$ cat config.mk
export PLATFORM = sky130hd
export DESIGN_NAME = fsm_step_ctrl
export DESIGN_NICKNAME = d
export VERILOG_FILES = /design/src/rtl/fsm_step_pkg.sv /design/src/rtl/fsm_step_ctrl_btn_debounce.sv /design/src/rtl/fsm_step_ctrl.sv
export SDC_FILE = /design/constraint.sdc
export NUM_CORES = 1
export LEC_CHECK = 0
export ABC_AREA = 0
export CAP_MARGIN = 10
export CORE_MARGIN = 1
export CORE_UTILIZATION = 30
export DETAILED_ROUTE_END_ITERATION = 8
export GPL_TIMING_DRIVEN = 0
export PLACE_DENSITY_LB_ADDON = 0.05
export SETUP_SLACK_MARGIN = 0.5
export SLEW_MARGIN = 20
export SYNTH_ARGS = -nofsm -noshare
export SYNTH_HDL_FRONTEND = slang
export SYNTH_HIERARCHICAL = 1
export SYNTH_SLANG_ARGS = --single-unit
$ cat constraint.sdc
create_clock -name clk -period 1.97 [get_ports clk]
set_input_delay 0.2955 -clock clk [delete_from_list [all_inputs] [get_ports clk]]
set_output_delay 0.2955 -clock clk [all_outputs]
set_load 0.01 [all_outputs]
$ cat src/rtl/fsm_step_pkg.sv
// Shared state encoding, widths and counter-width helper for the fsm_step_ctrl slice.
package fsm_step_pkg;

  localparam int X_W = 2;
  localparam int Y_W = 2;

  typedef enum logic [1:0] {
    IDLE   = 2'd0,
    LOAD   = 2'd1,
    SETTLE = 2'd2,
    COMMIT = 2'd3
  } state_t;

  // Bits needed for a counter that runs 0..n-1 (never fewer than one).
  function automatic int cnt_w(input int n);
    return (n <= 2) ? 1 : $clog2(n);
  endfunction

endpackage

$ cat src/rtl/fsm_step_ctrl_btn_debounce.sv
// Two-FF synchronizer followed by a stable-count debouncer; rise pulses once per
// accepted low-to-high transition of the debounced level.
module btn_debounce
  import fsm_step_pkg::*;
#(
  parameter int DEB_CYCLES = 20
) (
  input  logic clk,
  input  logic rst_n,
  input  logic raw,
  output logic level,
  output logic rise
);

  localparam int CW = cnt_w(DEB_CYCLES);
  localparam logic [CW-1:0] CNT_LAST = CW'(DEB_CYCLES - 1);

  logic [1:0]    sync;
  logic [CW-1:0] cnt;

  always_ff @(posedge clk or negedge rst_n) begin
    if (!rst_n) sync <= '0;
    else        sync <= {sync[0], raw};
  end

  // Any sample that agrees with the accepted level restarts the stability count.
  always_ff @(posedge clk or negedge rst_n) begin
    if (!rst_n) begin
      level <= 1'b0;
      rise  <= 1'b0;
      cnt   <= '0;
    end else begin
      rise <= 1'b0;
      if (sync[1] == level) begin
        cnt <= '0;
      end else if (cnt == CNT_LAST) begin
        level <= sync[1];
        rise  <= sync[1];
        cnt   <= '0;
      end else begin
        cnt <= cnt + 1'b1;
      end
    end
  end

endmodule

$ cat src/rtl/fsm_step_ctrl.sv
// Step sequencer owning the state register of the EGO1 Mealy next-state block.
// Optional FSM_STEP_TRACE_EN adds an 8-bit history of the last four committed states.
module fsm_step_ctrl
  import fsm_step_pkg::*;
#(
  parameter int DEB_CYCLES    = 20,
  parameter int SETTLE_CYCLES = 2,
  parameter int AUTO_DIV      = 100,
  parameter int CNT_W         = 8
) (
  input  logic             clk,
  input  logic             rst_n,
  input  logic [X_W-1:0]   x_in,
  input  logic             step_btn,
  input  logic             auto_en,
  input  logic [Y_W-1:0]   ny,
  input  logic             z,
  output logic [X_W-1:0]   x,
  output logic [Y_W-1:0]   y,
  output logic             z_q,
  output logic [CNT_W-1:0] hit_cnt,
  output logic             busy,
  output logic             step_done
`ifdef FSM_STEP_TRACE_EN
  ,
  output logic [7:0]       trace
`endif
);

  localparam int PW = cnt_w(AUTO_DIV);
  localparam int SW = cnt_w(SETTLE_CYCLES);
  localparam logic [PW-1:0] PRE_LAST    = PW'(AUTO_DIV - 1);
  localparam logic [SW-1:0] SETTLE_LAST = SW'(SETTLE_CYCLES - 1);

  logic [X_W-1:0] x_s1, x_s2;
  logic [1:0]     auto_s;
  logic           auto_sel;
  logic           btn_level, btn_rise;
  logic [PW-1:0]  pre_cnt;
  logic           tick, req;
  logic [SW-1:0]  settle_cnt;
  state_t         state, next_state;

  btn_debounce #(.DEB_CYCLES(DEB_CYCLES)) u_btn (
    .clk   (clk),
    .rst_n (rst_n),
    .raw   (step_btn),
    .level (btn_level),
    .rise  (btn_rise)
  );

  always_ff @(posedge clk or negedge rst_n) begin
    if (!rst_n) begin
      x_s1   <= '0;
      x_s2   <= '0;
      auto_s <= '0;
    end else begin
      x_s1   <= x_in;
      x_s2   <= x_s1;
      auto_s <= {auto_s[0], auto_en};
    end
  end

  assign auto_sel = auto_s[1];

  // Prescaler only runs in auto mode so the first tick lands a full period after enabling.
  always_ff @(posedge clk or negedge rst_n) begin
    if (!rst_n)                    pre_cnt <= '0;
    else if (!auto_sel)            pre_cnt <= '0;
    else if (pre_cnt == PRE_LAST)  pre_cnt <= '0;
    else                           pre_cnt <= pre_cnt + 1'b1;
  end

  assign tick = auto_sel && (pre_cnt == PRE_LAST);
  assign req  = auto_sel ? tick : (btn_rise && btn_level);

  always_ff @(posedge clk or negedge rst_n) begin
    if (!rst_n) state <= IDLE;
    else        state <= next_state;
  end

  // Requests are only looked at in IDLE, so anything arriving mid-step is dropped.
  always_comb begin
    next_state = state;
    busy       = 1'b1;
    case (state)
      IDLE: begin
        busy = 1'b0;
        if (req) next_state = LOAD;
      end
      LOAD:    next_state = SETTLE;
      SETTLE:  if (settle_cnt == SETTLE_LAST) next_state = COMMIT;
      COMMIT:  next_state = IDLE;
      default: next_state = IDLE;
    endcase
  end

  always_ff @(posedge clk or negedge rst_n) begin
    if (!rst_n)                settle_cnt <= '0;
    else if (state == SETTLE)  settle_cnt <= settle_cnt + 1'b1;
    else                       settle_cnt <= '0;
  end

  always_ff @(posedge clk or negedge rst_n) begin
    if (!rst_n) begin
      x         <= '0;
      y         <= '0;
      z_q       <= 1'b0;
      hit_cnt   <= '0;
      step_done <= 1'b0;
    end else begin
      step_done <= (state == COMMIT);
      if (state == LOAD) x <= x_s2;
      if (state == COMMIT) begin
        y   <= ny;
        z_q <= z;
        if (z && (hit_cnt != '1)) hit_cnt <= hit_cnt + 1'b1;
      end
    end
  end

`ifdef FSM_STEP_TRACE_EN
  always_ff @(posedge clk or negedge rst_n) begin
    if (!rst_n)                trace <= '0;
    else if (state == COMMIT)  trace <= {trace[5:0], ny};
  end
`endif

endmodule

Yosys cells after proc, flatten, opt, wreduce, memory -nomap -nowiden
Cells that the tools add are included.
{ "op_classes": {"bitwise_logic": 1, "eq_ne": 9, "n_reduce_logical": 7, "muxes": 12, "addsub": 4} }
{ "op_table": {"columns": ["op", "n"], "rows": [
  ["$mux 7", 2],
  ["$mux 5", 2],
  ["$add 8x1->8 const B", 1],
  ["$ne 8x8->1 const B", 1],
  ["$pmux 2 s4", 1],
  ["$add 7x1->7 const B", 1],
  ["$eq 7x7->1 const B", 1],
  ["$reduce_and 2->1", 3],
  ["$add 5x1->5 const B", 1],
  ["$eq 5x5->1 const B", 1],
  ["$mux 1", 5],
  ["$eq 2x2->1 const B", 2],
  ["$mux 2", 2],
  ["$ne 2x2->1 const B", 2],
  ["$logic_and 1x1->1", 3],
  ["$eq 2x1->1 const B", 1],
  ["$logic_not 2->1", 1],
  ["$add 1x1->1 const B", 1],
  ["$eq 1x1->1", 1],
  ["$not 1->1", 1]
]} }
{ "totals": {"in_bits": 9, "regBits": 39} }

Longest topological paths before layout
Gate-level depths: netlist of the first run.
{ "logic_depth": {"depth_word": 5, "depth_mapped": 6, "depth_no_buf": 6} }

Hierarchy
Netlist of the first run, hierarchy kept.
{ "modules_own_cells": {"columns": ["module", "area_each_um2", "cells_each", "n_inst"], "rows": [
  ["fsm_step_ctrl", 1287.5, 101, 1],
  ["btn_debounce", 386.6, 29, 1]
]} }

Worst setup path after synthesis of the first run
OpenSTA, ideal clock, no wires.
{ "synth_path": {"path_type": "flip-flop to flip-flop", "startpoint": "register pre_cnt[0]", "endpoint": "register state[1]", "setup_ns": 0.125, "n_path_buf": 0, "slack_ns": 0.486, "period_less_slack_ns": 1.484, "stages_incl_launch_ff": 6, "arrival_ns": 1.359, "required_ns": 1.845, "path_cell_list": "dfrtp_1 ha_1 and3_4 a211oi_2 nor2_2 mux2_4"} }
{ "synth_between": {"elab_chain_cells": 5} }
{ "synth_lines": {"columns": ["item", "line_no", "source"], "rows": [
  ["from (decl)", "fsm_step_ctrl.sv:39", "logic [PW-1:0] pre_cnt;"],
  ["from (signal assigned)", "fsm_step_ctrl.sv:71", "else pre_cnt <= pre_cnt + 1'b1;"],
  ["$eq 7x7->1", "fsm_step_ctrl.sv:74", "assign tick = auto_sel && (pre_cnt == PRE_LAST);"],
  ["$logic_and 1x1->1", "fsm_step_ctrl.sv:74", null],
  ["$mux 1", "fsm_step_ctrl.sv:75", "assign req = auto_sel ? tick : (btn_rise && btn_level);"],
  ["$ne 2x2->1 (no source line)", null, null],
  ["$reduce_and 2->1 (no source line)", null, null],
  ["to (signal assigned)", "fsm_step_ctrl.sv:79", "else state <= next_state;"],
  ["to (decl)", "fsm_step_ctrl.sv:42", "state_t state, next_state;"]
]} }
Every way passes these cells.
A chain may end at the register's enable or synchronous reset.

Worst setup path after layout of the first run
{ "layout_path": {"startpoint": "register pre_cnt[2]", "endpoint": "register state[1]"} }
The elaborated chain is that of the path after synthesis.

==> impl_summary.log, run 1 <==
INFO  metric outcome = finished clean
INFO  metric clkPwrFrac = around two fifths
INFO  metric main_synth_ff_type = sky130_fd_sc_hd__dfrtp_1
INFO  metric place.port_buffers = 23
INFO  metric tritoncts = done
INFO  metric path_max_fanout = 3
INFO  metric synth.yosys.seq_area_share = 58.3%
INFO  metric die_h = roughly 77 um
INFO  metric grt_max_degree = 24
INFO  metric cp-start-kind = flop
INFO  metric max_slew.worst_pin.slew = approximately 0.44 ns
INFO  metric switching_power_share_of_the_total = between 20% and 30%
INFO  metric cp.arrival = approximately 1.7 ns
INFO  metric ff2ff_path_depth = 4
INFO  metric worstHoldPathType = flop to flop
INFO  metric clk_path_buf_depth = 2
INFO  metric timing.final.max_slew_violations = 0
INFO  metric hold-path-cell-count = 0
INFO  metric yosys.area.top_type_share = between 50% and 60%
INFO  metric edff_count_synth = 0
INFO  metric wl_per_cell = between 10 and 15 um
INFO  metric core-area = approximately 5200 sq um
INFO  metric max_stage_delay = between 0.4 and 0.5 ns
INFO  metric synth.net_count = 147
INFO  metric comb_power_share = around 6.4%
INFO  metric starting_density_of_the_core = about a third
INFO  metric grt_antenna_before_repair = 0
INFO  metric insertedDiodeCount = 0
INFO  metric power.share.sequential = a little over half
INFO  metric die-area = 5880 sq um
INFO  metric non_filler_cells_in_the_finished_layout = 246
INFO  metric achievable-frequency = around 0.67 GHz
INFO  metric drt-pass1-iter-count = 2
INFO  metric min_delay_startpoint = u_btn/sync[0]
INFO  metric dp.cells = between 200 and 250
INFO  metric final_nets = around 190
INFO  metric boundaryPins = 24
INFO  metric postSynth.asyncResetShare = 100%
INFO  metric tritoncts.num_buffers = 5
INFO  metric final_critical_path_setup_slack = 0.477 ns
INFO  metric rsz_0062_raised_after_global_routing = true
INFO  metric max-cap-violations = 0
INFO  metric dp_hpwl = ~2100 um
INFO  metric postSynthAreaPerCell = around 13 sq um
INFO  metric path_clk_slew = around 0.070 ns
INFO  metric ys_seq_elements = 39
INFO  metric syn2layout_area_growth = 36.7%
INFO  metric clock_root_cell = sky130_fd_sc_hd__clkbuf_8
INFO  metric p_int = 1300 uW
INFO  metric timing.final.hold_violations = 0
INFO  metric pwr_density_cell = between 700 and 800 nW/um^2
INFO  metric initial_drt_markers = between 40 and 50
INFO  metric cp_top_family = simple AND/OR/NAND/NOR gates
INFO  metric htree_num_levels = 2
INFO  metric clock_skew = around 0.0028 ns
INFO  metric vias = 1077
INFO  metric tritoncts_num_sinks = 39
INFO  metric dominant_cell_type_by_area_after_synthesis = sky130_fd_sc_hd__dfrtp_1
INFO  metric placementRows = 26
INFO  metric ant_nets = 0
INFO  metric critical_path.endpoint_type = flop
INFO  metric grt_first_pass_wirelength = between 5000 and 6000 um
INFO  metric viasPerCell = between 4 and 5
INFO  metric fin_hold_ws = between 0.3 and 0.4 ns
INFO  metric drive_gt1_share = between 20% and 30%
INFO  metric fin_crit_sh = between 70% and 80%
INFO  metric synth_cell_type_count = 35
INFO  metric routed_wl = around 3000 um
INFO  metric min_delay_endpoint = u_btn/sync[1]
INFO  metric worst-setup-path-type = flop to flop
INFO  metric cp.required = around 2.2 ns
INFO  metric setup.reg_to_reg.worst_slack = 0.48 ns
INFO  metric globalRouteTotalUtil = about 11%
INFO  metric reg2reg_from = pre_cnt[2]
INFO  metric slew-limit-headroom = between 70 and 80%
INFO  metric place_ws = 0.350 ns
INFO  metric netlist_instances = 130
INFO  metric area_after_detailed_placement = a little over 2000 sq um
INFO  metric total_switching_power = ~330 uW
INFO  metric yosysWarningCount = 6
INFO  metric finalWorstPathRequiredPeriod = around 1.5 ns
INFO  metric grt.overflow.total = 0
INFO  metric drcViolationCount = 0
INFO  metric ir_worst_vdd = between 0.0003 and 0.0004 V
INFO  metric critical_path.slowest_cell = sky130_fd_sc_hd__dfrtp_2
INFO  metric p_leak = ~0.0011 uW
INFO  metric syn_area = 1670 sq um
INFO  metric floorplan.die.width = about 77 um
INFO  metric grt_pass1_vias = about 1000
INFO  metric finish.instance_area = ~2300 sq um
INFO  metric worstSkewPairLatency = 0.29 ns
INFO  metric fill_cells = 502
INFO  metric synthTopCellsByArea = sky130_fd_sc_hd__dfrtp_1 (58%), sky130_fd_sc_hd__ha_1 (6.0%), sky130_fd_sc_hd__mux2_2 (4.0%)
INFO  metric place_congestion = ~0.70
INFO  metric timing.critical_path.cells = nor4b_4 -> a211oi_4 -> nor2_2 -> mux2_4
INFO  metric worstReg2RegEnd = state[1]
INFO  metric worstPathBufferInverterCount = 0
INFO  metric setup_viol = 0
-- metal layers --
layer / track usage [%] / up-vias / part of all wire [%]
li1: - / 533 / -
met1: 13.4 / 520 / 46
met2: 17.9 / 18 / 49
met3: 4.05 / 6 / 4.2
met4: 4.04 / 0 / 1.3
met5: 0 / - / 0
-- cells by family after synthesis --
| kind of cell | count (synthesis) | share of synthesized area [%] |
|---|---|---|
| and+or+nand+nor | 50 | 18.9 |
| DFF | 39 | 58.3 |
| xor gates and xnor gates | 12 | 6.28 |
| AOI/OAI and AO/OA | 8 | 3.59 |
| muxes | 8 | 5.83 |
| adders and majority gates | 8 | 5.98 |
| buffers and inverters | 5 | 1.12 |
-- cell type report --
class	instances	area, sq um	area share (%)
Sequential cell	39	981	42.9
Multi-Input combinational cell	86	741	32.4
Timing Repair Buffer	38	343	15.0
Tap cell	70	87.6	3.83
Clock buffer	6	82.6	3.61
Clock inverter	2	35.0	1.53
Inverter	5	18.8	0.820
-- state kept, by name (all words and copies together), names as in the netlist, 2 cells and up --
register	flops
auto_s	2
state	2
y	2
u_btn/sync	2
u_btn/cnt	5
pre_cnt	7
x_s1	2
x_s2	2
x	2
hit_cnt	8
-- timing repair --
item,CTS,global route
resized for setup,17,13
hold buffers,1,0
pin swaps,0,5
endpoints found under the setup margin,17,6
hold endpoints to repair,16,0
buffers inserted,7,6
-- cells in the final DEF, fill, tap and decap left out, types with 3 or more instances in the layout --
| master | Yosys | routed |
|---|---|---|
| sky130_fd_sc_hd__buf_4 | 0 | 13 |
| sky130_fd_sc_hd__xor2_1 | 6 | 6 |
| sky130_fd_sc_hd__dlygate4sd2_1 | 0 | 12 |
| sky130_fd_sc_hd__nor3_1 | 3 | 3 |
| sky130_fd_sc_hd__mux2_2 | 6 | 5 |
| sky130_fd_sc_hd__xnor2_1 | 6 | 6 |
| sky130_fd_sc_hd__nand2_1 | 6 | 6 |
| sky130_fd_sc_hd__ha_1 | 8 | 5 |
| sky130_fd_sc_hd__dfrtp_1 | 39 | 35 |
| sky130_fd_sc_hd__dfrtp_2 | 0 | 4 |
| sky130_fd_sc_hd__mux2_4 | 2 | 3 |
| sky130_fd_sc_hd__nand3_1 | 8 | 7 |
| sky130_fd_sc_hd__inv_1 | 5 | 5 |
| sky130_fd_sc_hd__clkbuf_8 | 0 | 6 |
| sky130_fd_sc_hd__nor2_1 | 12 | 12 |
| sky130_fd_sc_hd__ha_4 | 0 | 3 |
| sky130_fd_sc_hd__and3_1 | 3 | 3 |
| sky130_fd_sc_hd__clkdlybuf4s50_1 | 0 | 8 |
-- synthesized netlist by cell type (all sizes together), types with 3 or more instances --
cell / instances
and3: 4
dfrtp: 39
ha: 8
inv: 5
mux2: 8
nand2: 6
nand3: 8
nor2: 13
nor3: 4
o21ai: 3
xnor2: 6
xor2: 6
-- power by group through the flow --
stage	combinational (uW)	clock [uW]	sequential, uW
finish	104	680	849
CTS	102	709	849
global placement	96.7	0	863
floorplan	30.4	0	867
detailed placement	105	0	865
global route	117	751	853
-- how the worst max path moves through the flow --
stage                     from          to  slack [ns]  depth (start not counted)
finish              pre_cnt[2]    state[1]        0.48                          4
CTS                   state[0]        busy        0.39                          4
floorplan           pre_cnt[0]    state[1]        0.52                          5
global route        pre_cnt[0]    state[1]        0.40                          5
detailed placement    state[0]        busy        0.35                          4
global placement         rst_n  hit_cnt[4]       -0.34                          1
-- through the flow --
step                total power (uW)  utilization, %  TNS (ns)
floorplan                        898               -         0
global placement                 960            38.0    -13.37
detailed placement               970            38.5         0
CTS                             1660            41.9         0
global route                    1720            43.7         0
finish                          1630            43.7         0
(Power assumes the default switching activity.)
==> run 2: changes to the inputs <==
==> constraint.sdc (replaced) <==
create_clock -name clk -period 1.2 [get_ports clk]
set_input_delay 0.18 -clock clk [delete_from_list [all_inputs] [get_ports clk]]
set_output_delay 0.18 -clock clk [all_outputs]
set_load 0.01 [all_outputs]
==> run 2 against run 1 <==
The flow now finishes with violations (setup timing). Clock skew increased by 0.0030 ns. Flip-flop and latch count is the same. Cell area increased by 26%. Largest cell class unchanged. Via count is 15% higher. Critical endpoint unchanged.
==> impl_summary.log, run 2 (synthesized netlist as in run 1, its figures left out) <==
INFO  metric timing.final.max_slew_violations = 0 (unchanged)
INFO  metric switching_power_share_of_the_total = 22.8% (+2.4 points)
INFO  metric final_critical_path_setup_slack = -0.275 ns (-0.752 ns)
INFO  metric path_clk_slew = 0.08 ns (about the same)
INFO  metric ant_nets = 0 (unchanged)
INFO  metric boundaryPins = 24 (unchanged)
INFO  metric dp_hpwl = 2130 um (+1.1%)
INFO  metric setup.reg_to_reg.worst_slack = -0.28 ns (-0.75 ns)
INFO  metric insertedDiodeCount = 0 (unchanged)
INFO  metric grt_pass1_vias = 1356 (+30%)
INFO  metric routedLengthMet1 = 1550 um (+12%)
INFO  metric finish.instance_area = 2870 sq um (+26%)
INFO  metric wire_length_on_met3 = 126 um (+0.80%)
INFO  metric max_slew.worst_pin.slew = 0.316 ns (-0.126 ns)
INFO  metric rsz_0062_raised_after_global_routing = true
INFO  metric grt_first_pass_wirelength = 6340 um (+26%)
INFO  metric place.port_buffers = 23 (unchanged)
INFO  metric critical_path.endpoint_type = flop
INFO  metric failing_checks = setup timing
INFO  metric viasPerCell = 4.41 (+0.68%)
INFO  metric cp.arrival = 1.64 ns (-0.03 ns)
INFO  metric drcViolationCount = 0 (unchanged)
INFO  metric syn2layout_area_growth = 71.7%
INFO  metric post-layout-total-power = 2450 uW (+50%)
INFO  metric die_h = 76.7 um (unchanged)
INFO  metric final_nets = 228 (+19%)
INFO  metric vias = 1243 (+15%)
INFO  metric worstHoldPathType = input port to asynchronous set/reset pin
INFO  metric slew-limit-headroom = 78.9% (+8.5 points)
INFO  metric setup_viol = 24 (+24)
INFO  metric p_int = 1890 uW (+46%)
INFO  metric tritoncts = done
INFO  metric area_after_detailed_placement = 2130 sq um (+6.0%)
INFO  metric finalWorstPathRequiredPeriod = 1.48 ns (-0.0179 ns)
INFO  metric drt-pass1-iter-count = 4 (+2)
INFO  metric die-area = 5880 sq um (unchanged)
INFO  metric comb_power_share = 8.6% (+2.2 points)
INFO  metric grt_antenna_before_repair = 0 (unchanged)
INFO  metric clk_path_buf_depth = 2 (unchanged)
INFO  metric routed_wl = 3720 um (+24%)
INFO  metric total_switching_power = 560 uW (+68%)
INFO  metric fin_crit_sh = 123% (+47 points)
INFO  metric drive_gt1_share = 66.0% (+36 points)
INFO  metric path_max_fanout = 2 (-1)
INFO  metric fill_cells = 441 (-12%)
INFO  metric max-cap-violations = 0 (unchanged)
INFO  metric grt.overflow.total = 0 (unchanged)
INFO  metric met2RoutedLength = 1970 um (+35%)
INFO  metric worstSkewPairLatency = 0.29 ns (about the same)
INFO  metric clkPwrFrac = 34.3% (-7.3 points)
INFO  metric biggestRegsByFlops = hit_cnt (8), pre_cnt (7), u_btn/cnt (5)
INFO  metric globalRouteTotalUtil = 13.9% (+2.8 points)
INFO  metric wl_per_cell = 13.2 um (+8.1%)
INFO  metric p_leak = 0.00131 uW (+18%)
INFO  metric achievable-frequency = 0.678 GHz (+1.2%)
INFO  metric most_frequent_cells_in_the_layout = sky130_fd_sc_hd__buf_6 (35), sky130_fd_sc_hd__dfrtp_1 (26), sky130_fd_sc_hd__buf_4 (22)
INFO  metric timing.final.hold_violations = 0 (unchanged)
INFO  metric grt_max_degree = 34 (+42%)
INFO  metric mostFrequentLayoutCell = sky130_fd_sc_hd__buf_6
INFO  metric htree_num_levels = 2 (unchanged)
INFO  metric multi_input_area = 965 sq um (+30%)
INFO  metric placementRows = 26 (unchanged)
INFO  metric initial_drt_markers = 47 (+12%)
INFO  metric place_ws = -0.275 ns (-0.625 ns)
INFO  metric clock_skew = 0.00582 ns (+0.00301 ns)
INFO  metric floorplan.die.width = 76.7 um (unchanged)
INFO  metric core-area = 5240 sq um (unchanged)
INFO  metric clock_root_cell = sky130_fd_sc_hd__clkbuf_8
INFO  metric power.share.sequential = 57.2% (+5.2 points)
INFO  metric totalNegativeSetupSlack = -2.65 ns (-2.65 ns)
INFO  metric utilization = 54.9% (+11 points)
INFO  metric worst-setup-path-type = flop to flop
INFO  metric ir_worst_vdd = 0.000557 V (+66%)
INFO  metric starting_density_of_the_core = 32.0% (unchanged)
INFO  metric tritoncts_num_sinks = 39 (unchanged)
INFO  metric tritoncts.num_buffers = 5 (unchanged)
INFO  metric largest_register_ff_count = 8 (unchanged)
INFO  metric cp-start-kind = flop
INFO  metric top_layer = met4
INFO  metric cp.required = 1.37 ns (-0.78 ns)
INFO  metric pwr_density_cell = 854 nW/um^2 (+20%)
INFO  metric outcome = finished, violations left
INFO  metric largest-register = hit_cnt
INFO  metric layout.area.seq = 992 sq um (+1.1%)
INFO  metric place_congestion = 0.764 (+9.0%)
-- run 2: cell types whose count changed in the layout (fill, tap and decap cells not counted), sizes merged --
cell and delta:
dlygate4sd2 -12, dlymetal6s2s -1, buf +50, dlygate4sd3 +1
bufinv -1, clkdlybuf4s50 -1
-- run 2: final cells by class --
class                           count  area share, %
Inverter                            5           1.00
Multi-Input combinational cell     86           33.6
Timing Repair Buffer               74           25.0
Clock inverter                      1          0.174
Clock buffer                        7           2.66
Sequential cell                    39           34.5
Tap cell                           70           3.05
-- run 2: per-stage QoR --
| stage | instances | hold slack (ns) |
|---|---|---|
| 2_1_floorplan | 130 | -0.116 |
| 3_3_place_gp | 223 | 0.332 |
| 3_5_place_dp | 224 | 0.0321 |
| 4_1_cts | 264 | 0.318 |
| 5_1_grt | 282 | 0.311 |
| 6_report | 282 | 0.286 |
-- run 2: repair_timing --
item / in CTS / in global routing
hold buffers: 1 / 2
pin swaps: 14 / 17
resized for setup: 107 / 30
buffers inserted: 31 / 17
endpoints found under the setup margin: 46 / 79
hold endpoints to repair: 39 / 6
-- run 2: per-layer routing --
metal,up-vias,track usage (%)
li1,604,-
met1,611,16.7
met2,21,22.9
met3,7,3.21
met4,0,7.50
met5,-,0
-- run 2: worst max-delay path, cell delays in order (launching register included) --
cell,delay (ns)
sky130_fd_sc_hd__dfrtp_2,0.43
sky130_fd_sc_hd__nor4b_4,0.37
sky130_fd_sc_hd__a211oi_4,0.11
sky130_fd_sc_hd__nor2_2,0.13
sky130_fd_sc_hd__mux2_4,0.31
-- run 2: power by group through the flow --
stage          clock [uW]  combinational [uW]  sequential [uW]
2_1_floorplan           0                57.8             1430
3_3_place_gp            0                 169             1420
3_5_place_dp            0                 179             1420
4_1_cts               889                 179             1400
5_1_grt               937                 235             1410
6_report              841                 210             1400
-- run 2: worst paths after layout --
| path | to | cells after the start | start |
|---|---|---|---|
| hold / removal | pre_cnt[3] | 2 | rst_n |
| setup / recovery | state[1] | 4 | pre_cnt[4] |
| setup reg to reg | state[1] | 4 | pre_cnt[4] |
| max in group asynchronous | u_btn/level | 3 | rst_n |
| hold reg to reg | x_s2[0] | 0 | x_s1[0] |
| min in group clk | u_btn/sync[0] | 1 | step_btn |
==> run 3: changes to the inputs <==
--- a/config.mk
+++ b/config.mk
@@ -7,6 +7,7 @@
 export LEC_CHECK = 0
 export ABC_AREA = 0
 export CAP_MARGIN = 10
+export CORE_ASPECT_RATIO = 1.25
 export CORE_MARGIN = 1
 export CORE_UTILIZATION = 30
 export DETAILED_ROUTE_END_ITERATION = 8
==> run 3 against run 2 <==
The run ends with hold timing, setup timing left. Fmax up 1.4%. Die area hardly changed. Core utilization decreased by 3.8 points. Power decreased by 1.6%. Critical path type unchanged. Highest routed layer unchanged.
==> impl_summary.log, run 3 (synthesized netlist as in run 1, its figures left out) <==
INFO  metric routedLengthMet1 = 1550 um (+0.39%)
INFO  metric final_nets = 222 (-2.6%)
INFO  metric ir_worst_vdd = 0.000561 V (+0.73%)
INFO  metric timing.final.max_slew_violations = 0 (unchanged)
INFO  metric max_slew.worst_pin.slew = 0.367 ns (+0.0513 ns)
INFO  metric globalRouteTotalUtil = 15.1% (+1.2 points)
INFO  metric top_layer = met4
INFO  metric biggestRegsByFlops = hit_cnt (8), pre_cnt (7), u_btn/cnt (5)
INFO  metric wire_length_on_met3 = 157 um (+25%)
INFO  metric grt_max_degree = 26 (-24%)
INFO  metric floorplan.die.width = 68.8 um (-10%)
INFO  metric clock_skew = 0.00391 ns (-0.00191 ns)
INFO  metric drcViolationCount = 0 (unchanged)
INFO  metric path_max_fanout = 2 (unchanged)
INFO  metric dp_hpwl = 2180 um (+2.3%)
INFO  metric failing_checks = hold timing, setup timing
INFO  metric placementRows = 30 (+15%)
INFO  metric cp.arrival = 1.62 ns (-0.02 ns)
INFO  metric timing.final.hold_violations = 14 (+14)
INFO  metric insertedDiodeCount = 0 (unchanged)
INFO  metric grt.overflow.total = 0 (unchanged)
INFO  metric grt_antenna_before_repair = 0 (unchanged)
INFO  metric htree_num_levels = 2 (unchanged)
INFO  metric vias = 1273 (+2.4%)
INFO  metric clk_path_buf_depth = 2 (unchanged)
INFO  metric worstHoldPathType = input port to asynchronous set/reset pin
INFO  metric core-area = 5410 sq um (+3.2%)
INFO  metric path_clk_slew = 0.07 ns (about the same)
INFO  metric final_critical_path_setup_slack = -0.254 ns (+0.0210 ns)
INFO  metric place_congestion = 0.694 (-9.3%)
INFO  metric most_frequent_cells_in_the_layout = sky130_fd_sc_hd__dfrtp_1 (28), sky130_fd_sc_hd__buf_6 (28), sky130_fd_sc_hd__buf_4 (23)
INFO  metric met2RoutedLength = 2100 um (+6.7%)
INFO  metric achievable-frequency = 0.688 GHz (+1.4%)
INFO  metric drt-pass1-iter-count = 4 (unchanged)
INFO  metric fin_crit_sh = 121% (-1.7 points)
INFO  metric wl_per_cell = 14.7 um (+11%)
INFO  metric critical_path.endpoint_type = flop
INFO  metric routed_wl = 3930 um (+5.5%)
INFO  metric boundaryPins = 24 (unchanged)
INFO  metric rsz_0062_raised_after_global_routing = true
INFO  metric outcome = finished, violations left
INFO  metric setup_viol = 23 (-4.2%)
INFO  metric initial_drt_markers = 24 (-49%)
INFO  metric totalNegativeSetupSlack = -2.06 ns (+0.597 ns)
INFO  metric die_h = 85.5 um (+11%)
INFO  metric worst-setup-path-type = flop to flop
INFO  metric place_ws = -0.290 ns (-0.0154 ns)
INFO  metric tritoncts.num_buffers = 5 (unchanged)
INFO  metric p_leak = 0.00125 uW (-4.3%)
INFO  metric viasPerCell = 4.75 (+7.8%)
INFO  metric pwr_density_cell = 874 nW/um^2 (+2.4%)
INFO  metric tritoncts_num_sinks = 39 (unchanged)
INFO  metric tritoncts = done
INFO  metric max-cap-violations = 0 (unchanged)
INFO  metric cp.required = 1.37 ns (about the same)
INFO  metric slew-limit-headroom = 75.5% (-3.3 points)
INFO  metric ant_nets = 0 (unchanged)
INFO  metric largest-register = hit_cnt
INFO  metric place.port_buffers = 23 (unchanged)
INFO  metric starting_density_of_the_core = 31.0% (-0.99 points)
INFO  metric cp-start-kind = flop
INFO  metric clock_root_cell = sky130_fd_sc_hd__clkbuf_8
INFO  metric worstSkewPairLatency = 0.29 ns (about the same)
INFO  metric grt_pass1_vias = 1363 (+0.52%)
INFO  metric drive_gt1_share = 66.7% (+0.63 points)
INFO  metric die-area = 5890 sq um (about the same)
INFO  metric finalWorstPathRequiredPeriod = 1.45 ns (-0.0210 ns)
INFO  metric syn2layout_area_growth = 65.0%
INFO  metric largest_register_ff_count = 8 (unchanged)
INFO  metric grt_first_pass_wirelength = 6390 um (+0.76%)
INFO  metric fin_hold_ws = -0.199 ns (-0.485 ns)
==> run 3: cell types whose count changed in the layout (fill, tap and decap cells not counted), sizes merged <==
cell and delta:
clkbuf -1, clkinv -1, buf -4, dlygate4sd3 -2
==> run 3: worst max-delay path: stages (launching register included) <==
cell                       delay, ns
sky130_fd_sc_hd__dfrtp_1        0.41
sky130_fd_sc_hd__nor4b_4        0.37
sky130_fd_sc_hd__a211oi_4       0.12
sky130_fd_sc_hd__nor2_2         0.14
sky130_fd_sc_hd__mux2_4         0.31
==> run 3: layer usage <==
| layer | GRT usage (%) | vias to the layer above |
|---|---|---|
| li1 | - | 592 |
| met1 | 16.8 | 631 |
| met2 | 25.3 | 37 |
| met4 | 8.53 | 0 |
| met5 | 0 | - |
| met3 | 3.86 | 13 |
==> run 3: report_power, final <==
part	switching (uW)	internal, uW	total (uW)
Clock	423	387	810
Sequential	38.5	1360	1400
Combinational	90.7	111	201
==> run 3: area by class of cell <==
cell class | instances | area [sq um]
clock buffers | 6 | 72.6
fillers | 507 | 2640
inverters | 5 | 28.8
multi-input cells | 86 | 968
flip-flops and latches | 39 | 990
well taps | 64 | 80.1
repair buffers | 68 | 623
==> run 3: timing repair <==
action / in CTS / in global routing
pin swaps: 14 / 16
hold endpoints to repair: 14 / 14
setup endpoints to repair: 46 / 46
setup buffers: 32 / 12
gates resized for setup: 97 / 33
==> run 3: through the flow <==
stage               utilization (%)  cell area [sq um]  instances  hold slack (ns)  power (uW)
floorplan                         -               1800        130           -0.116        1490
finish                         51.1               2760        268           -0.199        2410
global route                   51.1               2760        268           -0.178        2540
detailed placement             39.4               2130        218            0.115        1610
global placement               39.1               2110        217            0.333        1590
CTS                            47.2               2550        256           -0.198        2440
==> run 3: worst paths after layout <==
check | cells past startpoint | from | end | slack (ns)
min | 1 | rst_n | pre_cnt[1] | -0.20
max in group asynchronous | 2 | rst_n | hit_cnt[4] | 0.93
min reg2reg | 0 | auto_s[0] | auto_s[1] | 0.35
max | 4 | pre_cnt[4] | state[1] | -0.25
min in group clk | 1 | x_in[0] | x_s1[0] | 0.33
max reg2reg | 4 | pre_cnt[4] | state[1] | -0.25
